--- src/rtl/vga_timing_gen.sv ---
// vga_timing_gen: parametrised VGA raster timing generator advancing on a pixel clock-enable,
// with programmable sync polarity and a configurable output register pipeline.
module vga_timing_gen #(
    parameter int H_PW     = 96,
    parameter int H_BP     = 48,
    parameter int H_DISP   = 640,
    parameter int H_FP     = 16,
    parameter int V_PW     = 2,
    parameter int V_BP     = 29,
    parameter int V_DISP   = 480,
    parameter int V_FP     = 10,
    parameter bit HS_POL   = 1'b0,
    parameter bit VS_POL   = 1'b0,
    parameter int PIPE_DLY = 0,
    parameter int CW       = 11
) (
    input  logic          clk,
    input  logic          rst,
    input  logic          pix_ce,
    input  logic          resync,
    output logic          hsync,
    output logic          vsync,
    output logic          de,
    output logic [CW-1:0] x,
    output logic [CW-1:0] y,
    output logic          line_start,
    output logic          frame_start
);
    localparam int H_TOTAL = H_PW + H_BP + H_DISP + H_FP;
    localparam int V_TOTAL = V_PW + V_BP + V_DISP + V_FP;
    localparam int W       = 2 * CW + 5;
    localparam int PW      = (PIPE_DLY + 1) * W;
    localparam logic [CW-1:0] H_LAST  = CW'(H_TOTAL - 1);
    localparam logic [CW-1:0] V_LAST  = CW'(V_TOTAL - 1);
    localparam logic [CW-1:0] H_PW_C  = CW'(H_PW);
    localparam logic [CW-1:0] V_PW_C  = CW'(V_PW);
    localparam logic [CW-1:0] H_ACT_C = CW'(H_PW + H_BP);
    localparam logic [CW-1:0] V_ACT_C = CW'(V_PW + V_BP);
    localparam logic [CW-1:0] H_END_C = CW'(H_PW + H_BP + H_DISP);
    localparam logic [CW-1:0] V_END_C = CW'(V_PW + V_BP + V_DISP);
    localparam logic [W-1:0]  RST_V   = {~HS_POL, ~VS_POL, {(W - 2){1'b0}}};

    if (PIPE_DLY < 0 || PIPE_DLY > 3 || H_DISP <= 0 || V_DISP <= 0) begin : g_bad_cfg
        $error("vga_timing_gen: PIPE_DLY must be 0..3 and display sizes non-zero");
    end
    if (CW < 1 || CW > 30 || H_TOTAL - 1 >= (1 << CW) || V_TOTAL - 1 >= (1 << CW)) begin : g_bad_cw
        $error("vga_timing_gen: CW too narrow for H_TOTAL/V_TOTAL");
    end

    logic [CW-1:0] h_q, h_d, v_q, v_d, x_c, y_c;
    logic          h_wrap, v_wrap, hs_act, vs_act, h_de, v_de, de_c;
    logic [W-1:0]  dec;
    logic [PW-1:0] pipe_q, pipe_d;

    always_comb begin
        h_wrap = h_q == H_LAST;
        v_wrap = v_q == V_LAST;
        h_d    = (resync || h_wrap) ? '0 : h_q + CW'(1);
        v_d    = (resync || (h_wrap && v_wrap)) ? '0 : h_wrap ? v_q + CW'(1) : v_q;
        hs_act = h_q < H_PW_C;
        vs_act = v_q < V_PW_C;
        h_de   = h_q >= H_ACT_C && h_q < H_END_C;
        v_de   = v_q >= V_ACT_C && v_q < V_END_C;
        de_c   = h_de && v_de;
        x_c    = de_c ? h_q - H_ACT_C : '0;
        y_c    = de_c ? v_q - V_ACT_C : '0;
        dec    = {hs_act ~^ HS_POL, vs_act ~^ VS_POL, de_c, x_c, y_c, h_q == '0, h_q == '0 && v_q == '0};
        // stage 0 sits in the low word; each enable shifts older stages up
        pipe_d = (pipe_q << W) | PW'(dec);
    end

    always_ff @(posedge clk or posedge rst) begin
        if (rst) begin
            h_q    <= '0;
            v_q    <= '0;
            pipe_q <= {(PIPE_DLY + 1){RST_V}};
        end else if (pix_ce) begin
            h_q    <= h_d;
            v_q    <= v_d;
            pipe_q <= pipe_d;
        end
    end

    assign {hsync, vsync, de, x, y, line_start, frame_start} = pipe_q[PW-1 -: W];
endmodule

--- config.mk ---
export PLATFORM = sky130hd
export DESIGN_NAME = vga_timing_gen
export DESIGN_NICKNAME = d
export VERILOG_FILES = /design/src/rtl/vga_timing_gen.sv
export SDC_FILE = /design/constraint.sdc
export NUM_CORES = 1
export LEC_CHECK = 0
export CAP_MARGIN = 10
export CORE_MARGIN = 2
export CORE_UTILIZATION = 50
export DETAILED_ROUTE_END_ITERATION = 7
export GPL_TIMING_DRIVEN = 1
export PLACE_DENSITY = 0.78
export SLEW_MARGIN = 20
export SYNTH_ARGS = -nofsm -noshare
export SYNTH_HDL_FRONTEND = slang
export SYNTH_SLANG_ARGS = --single-unit
--- constraint.sdc ---
create_clock -name clk -period 4.4 [get_ports clk]
set_input_delay 0.88 -clock clk [delete_from_list [all_inputs] [get_ports clk]]
set_output_delay 0.88 -clock clk [all_outputs]
set_load 0.05 [all_outputs]
== Word-level counts from Yosys, hierarchy flattened ==
Index checks and enable logic that the tools add are counted.

* Output and inout bits: 27
* Word-level logic and storage cells: 33
* Input port bits: 4
* Register bits: 49

* Add/subtract/negate cells: 4
* Mux-type cells: 5
* Bitwise logic cells: 2
* Reduce and logical (&&, ||, !) cells: 11
* Eq/ne operators: 2
* $lt $le $gt $ge: 6

{| class="wikitable"
|+ Operator list
! operator !! count
|-
| $mux 11 || 5
|-
| $add 11x1->11 const B || 2
|-
| $eq 11x10->1 const B || 2
|-
| $logic_not 11->1 || 2
|-
| $ge 11x5->1 const B || 1
|-
| $ge 11x8->1 const B || 1
|-
| $lt 11x10->1 const B || 1
|-
| $lt 11x2->1 const B || 1
|-
| $lt 11x7->1 const B || 1
|-
| $lt 11x9->1 const B || 1
|-
| $sub 11x5->11 const B || 1
|-
| $sub 11x8->11 const B || 1
|-
| $logic_and 1x1->1 || 5
|-
| $logic_or 1x1->1 || 2
|-
| $not 1->1 || 2
|-
| $reduce_and 2->1 || 1
|-
| $reduce_bool 2->1 || 1
|}

== Longest topological paths before layout ==
Gate-level depths: netlist of run 1.

* Word-level depth: 5
* Gate-level depth with buffers: 8
* Mapped depth without buffers: 6

== Worst setup path before layout of run 1 ==
No wires, ideal clock.

* Path type: input -> register
* Start: in pix_ce
* End: reg v_q[6]
* Buffers on the path: 3
* Library setup time: 0.087 ns
* Path slack: 2.216 ns
* Arrival time: 2.097 ns
* Required time: 4.313 ns
* Stages on the path: 7
* Cells stage by stage: buf_2 -> and4_1 -> buf_2 -> a32oi_2 -> buf_6 -> or3_1 -> a22oi_1

* Word-level cells in the longest chain between the ends: 1

{| class="wikitable"
|+ Ends and longest elaborated chain
! what !! RTL line !! source
|-
| start: declaration || 19 || <nowiki>input logic pix_ce,</nowiki>
|-
| $reduce_and 2->1 (no line) || -- ||
|-
| end signal: assignment || 79 || <nowiki>v_q <= v_d;</nowiki>
|-
| end: declaration || 50 || <nowiki>logic [CW-1:0] h_q, h_d, v_q, v_d, x_c, y_c;</nowiki>
|}

Every way passes these cells.
A chain may end at the register's enable or synchronous reset.

==> impl_metrics.yaml, run 1 <==
run_status:
  status: "finished, final reports clean"
synthesis:
  yosys.cell_count.top_type: "dfrtp_1"
  synthTopCellsByArea: "dfrtp_1 (42%), o32ai_2 (6.9%), inv_1 (4.1%)"
  synth-seq-cells: 49
  ys.flop_type: "dfrtp_1"
  synth_area_mm2: 0.00283
  yosysTopAreaCell: "dfrtp_1"
  synthArstFlopShare_pct: 100
  ys.warnings.count: 0
  synth_cell_type_count: 49
  syn_area_per_cell_um2: 10.1
  synthesis.nets: 293
  synthCells: 281
  seq_area_frac_synth_pct: 43.4
  synthTopCellsByCount: "dfrtp_1 (47), inv_1 (31), nand2_1 (16)"
  yosysTopAreaCellShare_pct: 41.6
  synth_edf_count: 0
grt:
  grt_max_degree: 50
  grt_usage_pct: 20.9
  grt_pass1_vias: 2052
  grt-ovfl-total: 0
  antenna_found_initial: 0
  grt_pass1_wl_um: 10400
detailed_routing:
  drt-vias-per-instance: 5.86
  wl_per_cell_um: 16.1
  ant_nets: 0
  drc: 0
  wl_um: 5920
  dr.pass1.iters: 4
  first_iter_violations: 230
  vias: 2150
floorplan:
  die_w_um: 79.2
  core_area_mm2: 0.00547
  start_util_pct: 51.7
  die_area_mm2: 0.00628
  pin_count: 31
  rows: 27
  die_h_um: 79.2
cells_and_area:
  multiInputGateArea_mm2: 0.00134
  antennaDiodeCount: 0
  nNetsFinal: 306
  area_growth_pct: 12.6
  register_area_mm2: 0.00123
  drive_above_1_share_pct: 10.8
  finalCoreUtilization_pct: 58.2
  fillCellCount: 504
timing:
  setup_slack_ns: 1.86
  slew_headroom_pct: 32.5
  setup_viol_count_final: 0
  skew_ns: 0.00797
  max_freq_mhz: 394
  drv_slew: 0
  fin_crit_sh_pct: 57.7
  hold_viol: 0
  fin_crit_ns: 2.54
  grt_setup_unrepaired: "false"
  tightest_slew_ns: 1.01
  setup_tns_ns: 0
clock_network:
  cts_resized: 0
  cts_inserted_buffers: 5
  cts_hold_buf: 0
  htree_levels: 2
  clock_latency_ns: 0.30
  post_cts_buffers: 0
  cts_tree: "yes"
  cts_buffer_depth: 2
  clk_pin_slew_worst_paths_ns: 0.09
  cts.sinks: 49
  cts_root_buffer: "clkbuf_8"
setup_path:
  cp-start-kind: "input port"
  timing.critical_path.buf_inv: 1
  r2r-end: "pipe_q[5]$_DFFE_PP0P_"
  crit_start: "pix_ce"
  worstSetupPathType: "in -> reg"
  rr_worst_depth: 6
  cp.required_ns: 4.59
  cp_data_arrival_time_ns: 2.73
  cp_slowest_cell: "a211o_1"
  path_cells: "buf_2, nor4b_1, o21ai_1, a211o_1, o32ai_1"
  path_delay_family: "compound AO/OA/AOI/OAI gates"
  r2r_setup_slack_ns: 1.94
  slowest_delay_ns: 0.66
  setup.worst_path.end_class: "flip-flop"
  path_depth: 5
  crit_end: "pipe_q[22]$_DFFE_PP0P_"
  cp_max_fo: 23
  r2r_start: "h_q[5]$_DFFE_PP0P_"
power:
  leakagePower_nw: 1.29
  ir_worst_vdd_mv: 0.148
  powerDensity_mw_per_mm2: 270
placement:
  port_buffers: 30
  pre_cts_ws_ns: 1.54
  dp_hpwl_um: 4070
  place.gp.congestion: 0.841
flow_run:
  max-cap-violations: 0
hold_path:
  worstHoldPathType: "reg -> reg"
==> flip-flops by register name, indices dropped and copies added (netlist names) <==
| name | flops |
|---|---|
| v_q | 11 |
| pipe_q | 27 |
| h_q | 11 |
==> metal layers <==
layer	global-route usage, %	up-vias	part of all wire (%)
li1	-	1026	-
met1	31.5	1049	48
met2	31.9	70	46
met3	3.41	5	5.5
met4	4.66	0	0.85
met5	0	-	0
==> how the worst min path moves through the flow <==
stage	slack, ns	depth (start not counted)	to	startpoint
after floorplan	0.53	1	pipe_q[2]$_DFFE_PP0P_	v_q[0]$_DFFE_PP0P_
after global placement	0.48	2	pipe_q[25]$_DFFE_PP1P_	pipe_q[25]$_DFFE_PP1P_
after detailed placement	0.49	2	pipe_q[20]$_DFFE_PP0P_	pipe_q[20]$_DFFE_PP0P_
after CTS	0.50	2	pipe_q[25]$_DFFE_PP1P_	pipe_q[25]$_DFFE_PP1P_
after global routing	0.52	2	pipe_q[26]$_DFFE_PP1P_	pipe_q[26]$_DFFE_PP1P_
final	0.50	2	pipe_q[25]$_DFFE_PP1P_	pipe_q[25]$_DFFE_PP1P_
==> layout by cell type, fill, tap and decap left out, types with 4 or more instances in the layout <==
| cell type | count |
|---|---|
| and2_1 | 5 |
| dfrtp_1 | 47 |
| o32ai_1 | 4 |
| xor2_1 | 8 |
| a31oi_1 | 4 |
| clkbuf_8 | 5 |
| o22ai_1 | 8 |
| ha_1 | 8 |
| clkdlybuf4s50_1 | 29 |
| o21ai_0 | 14 |
| nand3_1 | 8 |
| nor2_1 | 13 |
| a21oi_1 | 4 |
| xnor2_1 | 11 |
| nand4_1 | 7 |
| inv_1 | 30 |
| and3_1 | 4 |
| o32ai_2 | 12 |
| nand2_1 | 16 |
| a22oi_1 | 5 |
| or3_1 | 7 |
==> power by group <==
part / leakage, nW / total, W / switching (W) / internal (W)
clock: 0.0552 / 0.000315 / 0.000146 / 0.000169
combinational: 0.561 / 0.0000750 / 0.0000524 / 0.0000226
sequential: 0.672 / 0.000469 / 0.00000986 / 0.000459
total: 1.29 / 0.000859 / 0.000208 / 0.000651
==> metrics by stage <==
step	std cells	total power, W	hold slack, ns	area [um^2]
detailed placement	359	0.000554	0.486	3080
floorplan	281	0.000529	0.533	2830
global route	367	0.000898	0.524	3190
finish	367	0.000859	0.497	3190
CTS	367	0.000867	0.502	3190
global placement	359	0.000552	0.484	3080
==> worst min-delay path, cell delays in order, from the launching register on <==
cell and delay (ns):
dfstp_2 0.38, nor2_1 0.08, a31oi_1 0.05
==> final cells by class <==
class	count	share of cell area, %
Inverter	31	3.65
Clock inverter	2	1.10
Clock buffer	6	2.28
Timing Repair Buffer	31	9.50
Multi-Input combinational cell	176	42.1
Tap cell	72	2.83
Sequential cell	49	38.6
==> logic make-up (layout without fill, tap and decap cells) <==
logic type	Yosys count	count (layout)	share of synthesized area (%)
simple gates	84	84	18.2
fa+ha+maj	8	8	3.54
buf+inv	56	70	9.15
flops	49	49	43.4
xor+xnor	19	19	5.88
compound gates	65	65	19.8
(Power assumes the default switching activity.)
==> run 2: changes to the inputs <==
--- a/config.mk
+++ b/config.mk
@@ -10,7 +10,7 @@
 export CORE_UTILIZATION = 50
 export DETAILED_ROUTE_END_ITERATION = 7
 export GPL_TIMING_DRIVEN = 1
-export PLACE_DENSITY = 0.78
+export PLACE_DENSITY = 0.81
 export SLEW_MARGIN = 20
 export SYNTH_ARGS = -nofsm -noshare
 export SYNTH_HDL_FRONTEND = slang
==> constraint.sdc (replaced) <==
create_clock -name clk -period 2.07 [get_ports clk]
set_input_delay 0.414 -clock clk [delete_from_list [all_inputs] [get_ports clk]]
set_output_delay 0.414 -clock clk [all_outputs]
set_load 0.05 [all_outputs]
==> impl_metrics.yaml, run 2 (synthesis results as in run 1) <==
setup_path:
  path_delay_family: "buffers and inverters"
  cp_data_arrival_time_ns: 1.50
  setup.worst_path.end_class: "primary output"
  timing.critical_path.buf_inv: 1
  cp-start-kind: "flip-flop"
  path_cells: "clkdlybuf4s50_1"
  worstSetupPathType: "reg -> out"
  slowest_delay_ns: 0.82
  cp.required_ns: 1.66
  cp_slowest_cell: "clkdlybuf4s50_1"
  cp_max_fo: 2
clock_network:
  cts_root_buffer: "clkbuf_8"
  clk_pin_slew_worst_paths_ns: 0.09
  clock_latency_ns: 0.31
  cts.sinks: 49
  cts_tree: "yes"
  cts_inserted_buffers: 5
  post_cts_buffers: 0
  cts_hold_buf: 0
  cts_buffer_depth: 2
  cts_resized: 0
  htree_levels: 2
grt:
  antenna_found_initial: 0
  grt_pass1_vias: 2196
  grt_max_degree: 35
  met1_usage_pct: 31.1
  met3_usage_pct: 3.98
  grt-busiest-layer: "met2"
  grt_pass1_wl_um: 10600
  grt-ovfl-total: 0
  grtUsageMet2_pct: 33.3
  grt_usage_pct: 21.5
detailed_routing:
  ant_nets: 0
  drc: 0
  wl_um: 5990
  vias: 2175
  wl_per_cell_um: 15.7
  drt-vias-per-instance: 5.71
  first_iter_violations: 152
  dr.pass1.iters: 4
floorplan:
  die_h_um: 79.2
  die_w_um: 79.2
  start_util_pct: 51.7
  rows: 27
  core_area_mm2: 0.00547
  pin_count: 31
  die_area_mm2: 0.00628
timing:
  hold_viol: 0
  max_freq_mhz: 522
  skew_ns: 0.00745
  grt_setup_unrepaired: "false"
  whs_ns: 0.382
  tightest_slew_ns: 0.518
  slew_headroom_pct: 65.3
  setup_tns_ns: 0
  fin_crit_ns: 1.92
  drv_slew: 0
  fin_crit_sh_pct: 92.5
  setup_viol_count_final: 0
cells_and_area:
  nNetsFinal: 320
  final_cell_mix: "dfrtp_1 (47), inv_1 (30), clkdlybuf4s50_1 (27)"
  multiInputGateArea_mm2: 0.00135
  area_growth_pct: 18.4
  final_common_cell: "dfrtp_1"
  antennaDiodeCount: 0
  largest-register: "pipe_q"
  top_regs: "pipe_q (27), h_q (11), v_q (11)"
  fillCellCount: 454
  largest_register_ffs: 27
  register_area_mm2: 0.00123
  drive_above_1_share_pct: 15.9
placement:
  dp_hpwl_um: 4320
  port_buffers: 30
  place.gp.congestion: 0.870
power:
  pwr-share-seq_pct: 50.3
  powerDensity_mw_per_mm2: 588
  pwr-share-comb_pct: 9.0
  leakagePower_nw: 1.38
  swShare_pct: 23.1
  power.switching_w: 0.000454
  ir_worst_vdd_mv: 0.400
  pwr-share-clk_pct: 40.7
  internal-power_w: 0.00151
run_status:
  status: "finished, final reports clean"
hold_path:
  worstHoldPathType: "in -> async"
flow_run:
  max-cap-violations: 0
-- run 2: changes by cell type in the layout (fill, tap and decap cells not counted) --
cell / change
a32oi_2: -1
a32oi_4: +1
buf_12: +2
buf_4: +14
bufinv_16: +1
clkbuf_1: -1
clkdlybuf4s50_1: -2
-- run 2: layer usage --
layer / up-vias / routed length [um] / part of all wire (%)
li1: 1059 / - / -
met1: 1048 / 2890 / 48
met2: 62 / 2790 / 47
met3: 6 / 246 / 4.1
met4: 0 / 62 / 1.0
met5: - / 0 / 0
-- run 2: area by class of cell --
class	count	area share [%]
Multi-Input combinational cell	176	40.4
Sequential cell	49	36.7
Timing Repair Buffer	45	12.8
Inverter	31	3.47
Tap cell	72	2.69
Clock buffer	5	2.05
Clock inverter	3	1.94
-- run 2: power groups by stage --
| stage | logic (W) | clock network, W | registers (W) |
|---|---|---|---|
| global placement | 0.000172 | 0 | 0.00101 |
| CTS | 0.000177 | 0.000814 | 0.000991 |
| finish | 0.000177 | 0.000800 | 0.000991 |
| global route | 0.000194 | 0.000856 | 0.000994 |
| detailed placement | 0.000176 | 0 | 0.00101 |
| floorplan | 0.0000761 | 0 | 0.00105 |
-- run 2: path summary, 6_finish.rpt --
path,start,to,slack (ns),depth (start not counted)
setup / recovery,pipe_q[5]$_DFFE_PP0P_,y[3],0.15,1
hold / removal,rst,pipe_q[12]$_DFFE_PP0P_,0.38,2
setup reg to reg,h_q[5]$_DFFE_PP0P_,v_q[7]$_DFFE_PP0P_,0.19,6
hold reg to reg,pipe_q[25]$_DFFE_PP1P_,pipe_q[25]$_DFFE_PP1P_,0.50,2
max in group asynchronous,rst,pipe_q[19]$_DFFE_PP0P_,1.19,3
min in group clk,pipe_q[25]$_DFFE_PP1P_,pipe_q[25]$_DFFE_PP1P_,0.50,2
-- run 2: through the flow --
step | util [%] | setup WS, ns | total power [W] | std cells | area, um^2
2_1_floorplan | - | 0.245 | 0.00112 | 281 | 2830
3_3_place_gp | 58.6 | 0.158 | 0.00118 | 373 | 3200
3_5_place_dp | 58.6 | 0.146 | 0.00119 | 373 | 3200
4_1_cts | 61.0 | 0.147 | 0.00198 | 381 | 3340
5_1_grt | 61.2 | 0.0210 | 0.00204 | 381 | 3350
6_report | 61.2 | 0.154 | 0.00197 | 381 | 3350
==> run 3: changes to the inputs <==
--- a/config.mk
+++ b/config.mk
@@ -10,7 +10,7 @@
 export CORE_UTILIZATION = 50
 export DETAILED_ROUTE_END_ITERATION = 7
 export GPL_TIMING_DRIVEN = 1
-export PLACE_DENSITY = 0.81
+export PLACE_DENSITY = 0.77
 export SLEW_MARGIN = 20
 export SYNTH_ARGS = -nofsm -noshare
 export SYNTH_HDL_FRONTEND = slang
==> impl_metrics.yaml, run 3 (synthesis results as in run 1) <==
run_status:
  status: "finished, final reports clean"
power:
  powerDensity_mw_per_mm2: 531
  power.switching_w: 0.000443
  swShare_pct: 25.4
  leakagePower_nw: 1.35
  ir_worst_vdd_mv: 0.295
  pwr-share-clk_pct: 33.5
  pwr-share-seq_pct: 57.0
  internal-power_w: 0.00130
  total_power_w: 0.00175
  pwr-share-comb_pct: 9.5
flow_run:
  max-cap-violations: 0
floorplan:
  die_h_um: 79.2
  core_area_mm2: 0.00547
  rows: 27
  die_area_mm2: 0.00628
  die_w_um: 79.2
  start_util_pct: 51.7
  pin_count: 31
setup_path:
  worstSetupPathType: "reg -> reg"
  cp-start-kind: "flip-flop"
  cp_data_arrival_time_ns: 2.16
  setup.worst_path.end_class: "flip-flop"
  cp_slowest_cell: "dfrtp_1"
  cp.required_ns: 2.28
  path_cells: "ha_1, and4_1, a32oi_4, o21ai_0, a22oi_1"
  path_delay_family: "compound AO/OA/AOI/OAI gates"
  slowest_delay_ns: 0.44
  timing.critical_path.buf_inv: 0
  cp_max_fo: 13
clock_network:
  cts_root_buffer: "clkbuf_8"
  clk_pin_slew_worst_paths_ns: 0.09
  cts_hold_buf: 0
  clock_latency_ns: 0.31
  cts_tree: "yes"
  cts.sinks: 49
  cts_inserted_buffers: 5
  cts_buffer_depth: 2
  htree_levels: 2
timing:
  grt_setup_unrepaired: "false"
  drv_slew: 0
  max_freq_mhz: 513
  setup_viol_count_final: 0
  setup_tns_ns: 0
  slew_headroom_pct: 65.9
  fin_crit_sh_pct: 94.2
  fin_crit_ns: 1.95
  skew_ns: 0.00995
  hold_viol: 0
  tightest_slew_ns: 0.509
cells_and_area:
  area_growth_pct: 16.2
  top_regs: "pipe_q (27), h_q (11), v_q (11)"
  fillCellCount: 469
  final_common_cell: "dfrtp_1"
  antennaDiodeCount: 0
  multiInputGateArea_mm2: 0.00135
  final_cell_mix: "dfrtp_1 (46), inv_1 (30), clkdlybuf4s50_1 (27)"
  largest-register: "pipe_q"
  largest_register_ffs: 27
  nNetsFinal: 319
  final_cells: 380
  drive_above_1_share_pct: 15.3
  register_area_mm2: 0.00123
detailed_routing:
  drc: 0
  wl_per_cell_um: 16.8
  vias: 2274
  drt-vias-per-instance: 5.98
  first_iter_violations: 273
  ant_nets: 0
  dr.pass1.iters: 5
  wl_um: 6400
placement:
  place.gp.congestion: 0.925
  port_buffers: 30
  placed_cells: 372
  dp_hpwl_um: 4380
grt:
  grt_pass1_wl_um: 10800
  grt_pass1_vias: 2176
  grt_usage_pct: 22.1
  antenna_found_initial: 0
  grt-ovfl-total: 0
  grt_max_degree: 24
hold_path:
  worstHoldPathType: "in -> async"
==> run 3: repair_timing <==
action,in CTS,in global routing
setup endpoints to repair,0,6
setup buffers,0,0
resized for setup,0,2
==> run 3: path summary, 6_finish.rpt <==
path | start | to | slack, ns | cells after the start
max in group asynchronous | rst | h_q[7]$_DFFE_PP0P_ | 1.03 | 3
worst max register to register | h_q[0]$_DFFE_PP0P_ | v_q[6]$_DFFE_PP0P_ | 0.12 | 5
worst min-delay path | rst | pipe_q[17]$_DFFE_PP0P_ | 0.44 | 2
worst min register to register | pipe_q[26]$_DFFE_PP1P_ | pipe_q[26]$_DFFE_PP1P_ | 0.49 | 2
min in group clk | pix_ce | pipe_q[25]$_DFFE_PP1P_ | 0.44 | 2
worst max-delay path | h_q[0]$_DFFE_PP0P_ | v_q[6]$_DFFE_PP0P_ | 0.12 | 5
==> run 3: stage by stage <==
stage / worst slack (ns) / util [%] / hold WS (ns) / area [um^2]
after floorplan: 0.245 / - / 0.533 / 2830
after global placement: 0.233 / 58.2 / 0.481 / 3180
after detailed placement: 0.141 / 58.2 / 0.482 / 3180
after CTS: 0.121 / 59.8 / 0.440 / 3270
after global routing: 0.00919 / 60.1 / 0.471 / 3290
final: 0.120 / 60.1 / 0.437 / 3290
==> run 3: per-layer routing <==
layer,GRT usage [%],part of all wire [%],up-vias
li1,-,-,1052
met2,33.3,46,112
met5,0,0,-
met3,3.18,8.2,10
met4,6.55,1.1,0
met1,33.0,44,1100
==> run 3: power groups by stage <==
stage	combinational, W	clock [W]	sequential [W]
after global routing	0.000183	0.000638	0.000997
final	0.000167	0.000585	0.000994
after floorplan	0.0000761	0	0.00105
after global placement	0.000162	0	0.00101
after detailed placement	0.000166	0	0.00101
after CTS	0.000167	0.000594	0.000994
==> run 3: cell type report <==
cell class                      count  area share [%]
Multi-Input combinational cell    176            41.1
Timing Repair Buffer               44            12.4
Inverter                           31            3.54
Clock buffer                        8            2.74
Sequential cell                    49            37.4
Tap cell                           72            2.74
